$ cat src/rtl/d_cache_ctrl.sv
// Direct-mapped write-back/write-allocate data cache controller, 8 x 128-bit lines.
// Optional hit/miss statistics counters are enabled by defining DCACHE_STATS_EN.
module d_cache_ctrl #(
  parameter int MEM_LAT = 2
) (
  input  logic         CLK,
  input  logic         RST,
  input  logic         C_REQ,
  input  logic         C_WE,
  input  logic [13:0]  C_ADDR,
  input  logic [3:0]   C_BE,
  input  logic [31:0]  C_WDATA,
  output logic [31:0]  C_RDATA,
  output logic         C_READY,
  output logic         D_MEM_CSN,
  output logic         D_MEM_WEN,
  output logic [9:0]   D_MEM_ADDR,
  output logic [127:0] D_MEM_DOUT,
  input  logic [127:0] D_MEM_DI,
  output logic [31:0]  HIT_CNT,
  output logic [31:0]  MISS_CNT
);

  typedef enum logic [2:0] {IDLE, LOOKUP, WRITEBACK, REFILL, RESP} state_t;

  state_t       state_reg;
  logic [127:0] data_mem [8];
  logic [6:0]   tag_mem [8];
  logic [7:0]   valid_reg;
  logic [7:0]   dirty_reg;
  logic [3:0]   cnt_reg;
  logic         req_we_reg;
  logic [11:0]  req_addr_reg;
  logic [3:0]   req_be_reg;
  logic [31:0]  req_wdata_reg;

  logic [6:0]   req_tag;
  logic [2:0]   req_idx;
  logic [1:0]   req_word;
  logic [127:0] cur_line;
  logic [127:0] merged_line;
  logic         hit;
  logic         last_cycle;
  logic         unused_addr_bits;

  assign req_tag          = req_addr_reg[11:5];
  assign req_idx          = req_addr_reg[4:2];
  assign req_word         = req_addr_reg[1:0];
  assign cur_line         = data_mem[req_idx];
  assign hit              = valid_reg[req_idx] && (tag_mem[req_idx] == req_tag);
  assign last_cycle       = (cnt_reg == 4'(MEM_LAT - 1));
  assign unused_addr_bits = ^C_ADDR[1:0];

  // Byte lane gi of the line takes store data only inside the addressed word.
  genvar gi;
  generate
    for (gi = 0; gi < 16; gi++) begin : g_merge
      assign merged_line[gi*8 +: 8] =
        (req_word == 2'(gi / 4) && req_be_reg[gi % 4]) ?
        req_wdata_reg[(gi % 4)*8 +: 8] : cur_line[gi*8 +: 8];
    end
  endgenerate

  // Data and tag arrays carry no reset; valid bits gate their use.
  always_ff @(posedge CLK) begin
    if (!RST) begin
      if (state_reg == REFILL && last_cycle) begin
        data_mem[req_idx] <= D_MEM_DI;
        tag_mem[req_idx]  <= req_tag;
      end else if (state_reg == RESP && req_we_reg) begin
        data_mem[req_idx] <= merged_line;
      end
    end
  end

`ifdef DCACHE_STATS_EN
  logic [31:0] hit_cnt_reg;
  logic [31:0] miss_cnt_reg;
  always_ff @(posedge CLK) begin
    if (RST) begin
      hit_cnt_reg  <= '0;
      miss_cnt_reg <= '0;
    end else if (state_reg == LOOKUP) begin
      if (hit) hit_cnt_reg  <= hit_cnt_reg + 32'd1;
      else     miss_cnt_reg <= miss_cnt_reg + 32'd1;
    end
  end
  assign HIT_CNT  = hit_cnt_reg;
  assign MISS_CNT = miss_cnt_reg;
`else
  assign HIT_CNT  = '0;
  assign MISS_CNT = '0;
`endif

  always_ff @(posedge CLK) begin
    if (RST) begin
      state_reg     <= IDLE;
      valid_reg     <= '0;
      dirty_reg     <= '0;
      cnt_reg       <= '0;
      req_we_reg    <= 1'b0;
      req_addr_reg  <= '0;
      req_be_reg    <= '0;
      req_wdata_reg <= '0;
      C_READY       <= 1'b0;
      C_RDATA       <= '0;
      D_MEM_CSN     <= 1'b1;
      D_MEM_WEN     <= 1'b1;
      D_MEM_ADDR    <= '0;
      D_MEM_DOUT    <= '0;
    end else begin
      case (state_reg)
        IDLE: begin
          if (C_REQ) begin
            req_we_reg    <= C_WE;
            req_addr_reg  <= C_ADDR[13:2];
            req_be_reg    <= C_BE;
            req_wdata_reg <= C_WDATA;
            state_reg     <= LOOKUP;
          end
        end
        LOOKUP: begin
          cnt_reg <= '0;
          if (hit) begin
            state_reg <= RESP;
            C_READY   <= 1'b1;
            C_RDATA   <= req_we_reg ? 32'd0 : cur_line[{req_word, 5'd0} +: 32];
          end else if (valid_reg[req_idx] && dirty_reg[req_idx]) begin
            state_reg  <= WRITEBACK;
            D_MEM_CSN  <= 1'b0;
            D_MEM_WEN  <= 1'b0;
            D_MEM_ADDR <= {tag_mem[req_idx], req_idx};
            D_MEM_DOUT <= cur_line;
          end else begin
            state_reg  <= REFILL;
            D_MEM_CSN  <= 1'b0;
            D_MEM_WEN  <= 1'b1;
            D_MEM_ADDR <= {req_tag, req_idx};
          end
        end
        WRITEBACK: begin
          if (last_cycle) begin
            state_reg  <= REFILL;
            cnt_reg    <= '0;
            D_MEM_WEN  <= 1'b1;
            D_MEM_ADDR <= {req_tag, req_idx};
            D_MEM_DOUT <= '0;
          end else begin
            cnt_reg <= cnt_reg + 4'd1;
          end
        end
        REFILL: begin
          if (last_cycle) begin
            state_reg          <= RESP;
            D_MEM_CSN          <= 1'b1;
            D_MEM_ADDR         <= '0;
            valid_reg[req_idx] <= 1'b1;
            dirty_reg[req_idx] <= 1'b0;
            C_READY            <= 1'b1;
            C_RDATA            <= req_we_reg ? 32'd0 : D_MEM_DI[{req_word, 5'd0} +: 32];
          end else begin
            cnt_reg <= cnt_reg + 4'd1;
          end
        end
        RESP: begin
          C_READY   <= 1'b0;
          C_RDATA   <= '0;
          state_reg <= IDLE;
          if (req_we_reg) dirty_reg[req_idx] <= 1'b1;
        end
        default: state_reg <= IDLE;
      endcase
    end
  end

endmodule
$ cat config.mk
export PLATFORM = sky130hd
export DESIGN_NAME = d_cache_ctrl
export DESIGN_NICKNAME = d
export VERILOG_FILES = /design/src/rtl/d_cache_ctrl.sv
export SDC_FILE = /design/constraint.sdc
export NUM_CORES = 2
export LEC_CHECK = 0
export BUFFER_PORTS_ARGS = -buffer_cell sky130_fd_sc_hd__buf_2
export CORE_MARGIN = 1.5
export CORE_UTILIZATION = 30
export DETAILED_ROUTE_END_ITERATION = 6
export PLACE_DENSITY = 0.56
export SYNTH_ARGS = -nofsm -noshare
export SYNTH_HDL_FRONTEND = slang
export SYNTH_SLANG_ARGS = --single-unit
$ cat constraint.sdc
create_clock -name CLK -period 12.1 [get_ports CLK]
set_clock_uncertainty 0.2 [all_clocks]
set_input_delay 1.815 -clock CLK [delete_from_list [all_inputs] [get_ports CLK]]
set_output_delay 1.815 -clock CLK [all_outputs]
set_load 0.02 [all_outputs]
Yosys cells after proc, flatten, opt, wreduce, memory -nomap -nowiden
Memory sizes are Yosys's and may differ from the RTL's. A register that Yosys moved wholly into a read port is not among the register bits. Index checks and enable logic that the tools add are counted.

Add/subtract/negate cells: 1. Equal/unequal tests: 17. Muxes and demuxes: 68. Multiply operators: 0. $lt $le $gt $ge: 2. Shift operators: 2. Divide/modulo/power cells: 0. Reductions and logical operators: 38. Bitwise operators: 5.

Operators by type and width (count): two-way mux 128 bit (4); case mux 128 bit (2 select lines) (1); variable part select 128 x 8 -> 32 bit (2); two-way mux 8 bit (18); two-way mux 32 bit (4); case mux 32 bit (3 select lines) (1); two-way mux 10 bit (4); case mux 10 bit (3 select lines) (1); two-way mux 3 bit (8); logical AND 1 bit (21); two-way mux 1 bit (16); != test 2 bit, second input constant (8); bitwise OR 8 bit (2); case mux 8 bit (2 select lines) (1); AND reduction 3 bit (5); case mux 3 bit (4 select lines) (1); case mux 4 bit (3 select lines) (1); AND 8 bit (1); two-way mux 4 bit (2); NOT 8 bit (1); AND reduction 4 bit (2); == test 7 bit (1); binary-select mux 1 bit (select 3 bit) (2); == test 3 x 2 -> 1 bit, second input constant (2); other kinds (17) (24).

Bits in writable memories: 1080. Memories kept: 2. Word-level logic and storage cells: 149. Output and inout port bits: 237. Register bits: 245. Latch bits: 0. ROM bits: 0. Bits of input ports: 182.

Memories: data_mem (depth 8, bits a word 128, read ports 1, clocked after Yosys merged registers in 1, wr ports 1, RTL line 27) `logic [127:0] data_mem [8];`; tag_mem (depth 8, bits a word 7, read ports 1, clocked after Yosys merged registers in 1, wr ports 1, RTL line 28) `logic [6:0] tag_mem [8];`.

Depth between registers and ports, before layout
Word-level depth: 8. Mapped depth: 12. Mapped depth without buffers: 9.

Worst setup path before layout
No wires, ideal clock.

Path kind: in2reg. From: in RST. To: mem data_mem[3][0], enable pin. Arrival: 11.209 ns. Setup time: 0.772 ns. Setup slack: -0.081 ns. Cell stages on the path: 4. Required time: 11.128 ns. Path buffers: 2. Cells stage by stage: clkbuf_1 or2_2 clkbuf_1 nor3_1.

Cells in the longest elaborated chain, start to end: 3. Elaborated cells on any way between the ends: 5. Classes of those cells: mux (4); bitwise (1).

Ends and longest elaborated chain: start, declared (RTL line 7) `input logic RST,`; two-way mux 1 bit (RTL line 66) `if (!RST) begin`; two-way mux 1 bit (on tied branches) (RTL line 68, 71); bitwise OR 1 bit (no line) (*); end, declared (RTL line 27).

Mark *: on every way between the ends. The rest lies on a longest branch, timed or not.

==> out/results.tsv <==
stage	metric	value	unit
route	DRT Wirelength	177000	um
global_route	largest net degree at the start of global routing	129	
final_layout	max reg flops	1024	
floorplanning	total die area	190000	sq um
placement	dpl cell area	60200	sq um
final_layout	most frequent cells in the layout	1080 x edfxtp_1, 351 x buf_2, 300 x mux4_2, 260 x inv_1, 253 x nand2_1	
clock_tree	Worst-path clk slew	60	ps
route	Vias/cell	5.06	
route	1st-iter DRT viols	2486	
clock_tree	clk root buf	clkbuf_16	
clock_tree	Post-CTS Resized	0	
final_layout	biggest regs	data_mem (1024), D_MEM_DOUT (128), tag_mem (56)	
global_route	first-pass GRT wire length	246000	um
route	routed via count	31900	
global_route	GR Overflow Total	0	
critical_path	cell mode on critical path	buf_4	
synthesis	Post-synth ARST share	0	%
synthesis	synth warn	0	
synthesis	Mapped Cells	3396	
route	WL/cell	28.0	um
clock_tree	htree depth	4	
critical_path	Top delay family on crit path	buffers and inverters	
floorplanning	io pins	419	
sta	RSZ-0062 raised after global routing	no	
sta	crit path time final	5830	ps
synthesis	Yosys cell types	62	
clock_tree	postcts setup bufs	0	
placement	Port Buf Inserts	352	
sta	Slew Limit Headroom	12.8	%
clock_tree	CTS buffer count	142	
final_layout	nets@finish	3890	
critical_path	Crit path buffers/inverters	3	
critical_path	CP endpoint kind	flip-flop	
global_route	initial antenna violation count	5	
route	1st-pass router iterations	6	
synthesis	Post-synth EDFFs	1080	
sta	Setup TNS	0	ps
final_layout	fin cells	6304	
final_layout	layout cells sized above 1	30.8	%
clock_tree	# clock sinks	1328	
final_layout	final instance area	64600	sq um
route	ANT nets after route	0	
global_route	gr usage total	18.3	%
sta	Worst-Margin Slew	1290	ps
sta	Setup-failing EPs final	0	
clock_tree	CTS tree	built	
final_layout	commonest non-fill, non-tap cell in the layout	edfxtp_1	
floorplanning	core area	186000	sq um
power_and_ir_drop	power density over cell area	168	nW/um^2
floorplanning	die width	436	um
clock_tree	worst skew pair latency	790	ps
hold_path	Min-Delay Path Class	flip-flop to flip-flop	
flow_run	Max Cap Viol	0	
clock_tree	Clock Path Buffers	3	
sta	final hold violation count	0	
power_and_ir_drop	Pleak	22.2	nW
synthesis	Synth Cell Area	56200	sq um
critical_path	Worst setup SP type	flip-flop	
critical_path	Critical Path RT	12510	ps
placement	Final Wtd Congestion	0.857	
floorplanning	Initial Util	30.3	%
sta	Final Cycle Share	48.2	%
final_layout	largest register by flop count	data_mem	
synthesis	syn avg cell area	16.5	sq um
route	drt drc	0	
power_and_ir_drop	Peak VDD IR	0.137	mV
outcome	status	completed	
critical_path	data arrival time of the critical path	6250	ps
synthesis	Seq/Total Area, Yosys	66.6	%
critical_path	CP Cell Sequence	buf_12 > mux4_2 > mux2i_1 > xor2_1 > and4_4 > nand3_2 > nand3_4 > buf_4 > buf_4 > o32ai_1	
synthesis	Top FF cell, synth	edfxtp_1	
final_layout	fin util	34.8	%
final_layout	Layout area overhead	15.1	%
synthesis	Seq cells post-synth	1328	
sta	Max Clock Freq	171	MHz
critical_path	max incr delay on CP	780	ps
placement	DP HPWL	113000	um
floorplanning	Die Y-Extent	436	um
critical_path	crit-path max FO	109	
critical_path	Worst Setup Path Type	flip-flop to flip-flop	
placement	DP Cell Count	6042	
sta	Slew Limit Fails	0	
floorplanning	row count	158	
clock_tree	cts hold-fix bufs	0	
global_route	vias in the first global route	31700	
critical_path	Critical-path top delay cell	buf_4	
-- cells in the mapped netlist, drive strengths merged, types with 2 or more instances --
cell	count	area share, %
edfxtp	1080	58
mux4	300	12
inv	260	1.7
nand2	253	1.7
dfxtp	248	8.8
buf	147	2.0
clkbuf	147	0.98
mux2i	144	2.6
mux2	134	2.7
o21ai	130	1.2
o32ai	129	3.6
a21oi	90	0.80
nor2	82	0.55
a211o	33	0.51
a22o	33	0.51
o211ai	33	0.44
o311a	32	0.57
nor3	17	0.15
nand3	16	0.15
a211oi	8	0.11
a21o	8	0.11
a22oi	7	0.094
xor2	7	0.11
and2	6	0.067
nand2b	6	0.067
nor2b	5	0.056
o21a	4	0.067
or2	4	0.045
nand3b	3	0.040
nor3b	3	0.040
nor4b	3	0.047
a21boi	2	0.033
ha	2	0.045
o22ai	2	0.022
-- through the flow --
stage | setup WS (ps) | hold WS [ps] | power [W]
after floorplan | 3460 | 218 | 0.00626
after global placement | 5990 | 227 | 0.00681
after detailed placement | 6010 | 241 | 0.00682
after CTS | 6260 | 255 | 0.0110
after global routing | 5950 | 269 | 0.0112
final | 6270 | 253 | 0.0109
-- layout make-up --
class                           count  area [sq um]
Antenna cell                        8          20.0
Clock buffer                      197          3910
Clock inverter                     57           493
Fill cell                       17600        121000
Inverter                          261           980
Multi-Input combinational cell   1576         16500
Sequential cell                  1328         37400
Tap cell                         2480          3100
Timing Repair Buffer              397          2230
-- layer usage --
metal | GRT usage [%] | up-vias | part of all wire, %
met5 | 0 | - | 0
met4 | 9.40 | 0 | 5.4
met3 | 3.33 | 284 | 6.2
met2 | 31.0 | 1216 | 50
met1 | 22.2 | 16700 | 38
li1 | - | 13700 | -
-- final timing paths --
kind / startpoint / end / slack [ps] / depth (start not counted)
max reg2reg: flip-flop / D_MEM_DOUT[100] / 6270 / 10
max: flip-flop / D_MEM_DOUT[100] / 6270 / 10
min: valid_reg[0] / valid_reg[0] / 250 / 1
min reg2reg: valid_reg[0] / valid_reg[0] / 250 / 1
-- power breakdown --
part           internal [W]  leakage [nW]  switching [W]
registers           0.00499          11.7       0.000121
clock network       0.00235          2.14        0.00181
logic              0.000571          8.37        0.00103
-- logic make-up after synthesis --
family | synth area share (%)
AND/OR/NAND/NOR | 2.97
buffers and inverters | 4.78
flip-flops | 66.6
AO/OA/AOI/OAI | 8.23
multiplexers | 17.3
other | 0.00668
XOR/XNOR | 0.109
adder cells (fa/ha/maj) | 0.0445
Power figures use the tool's default switching activity.
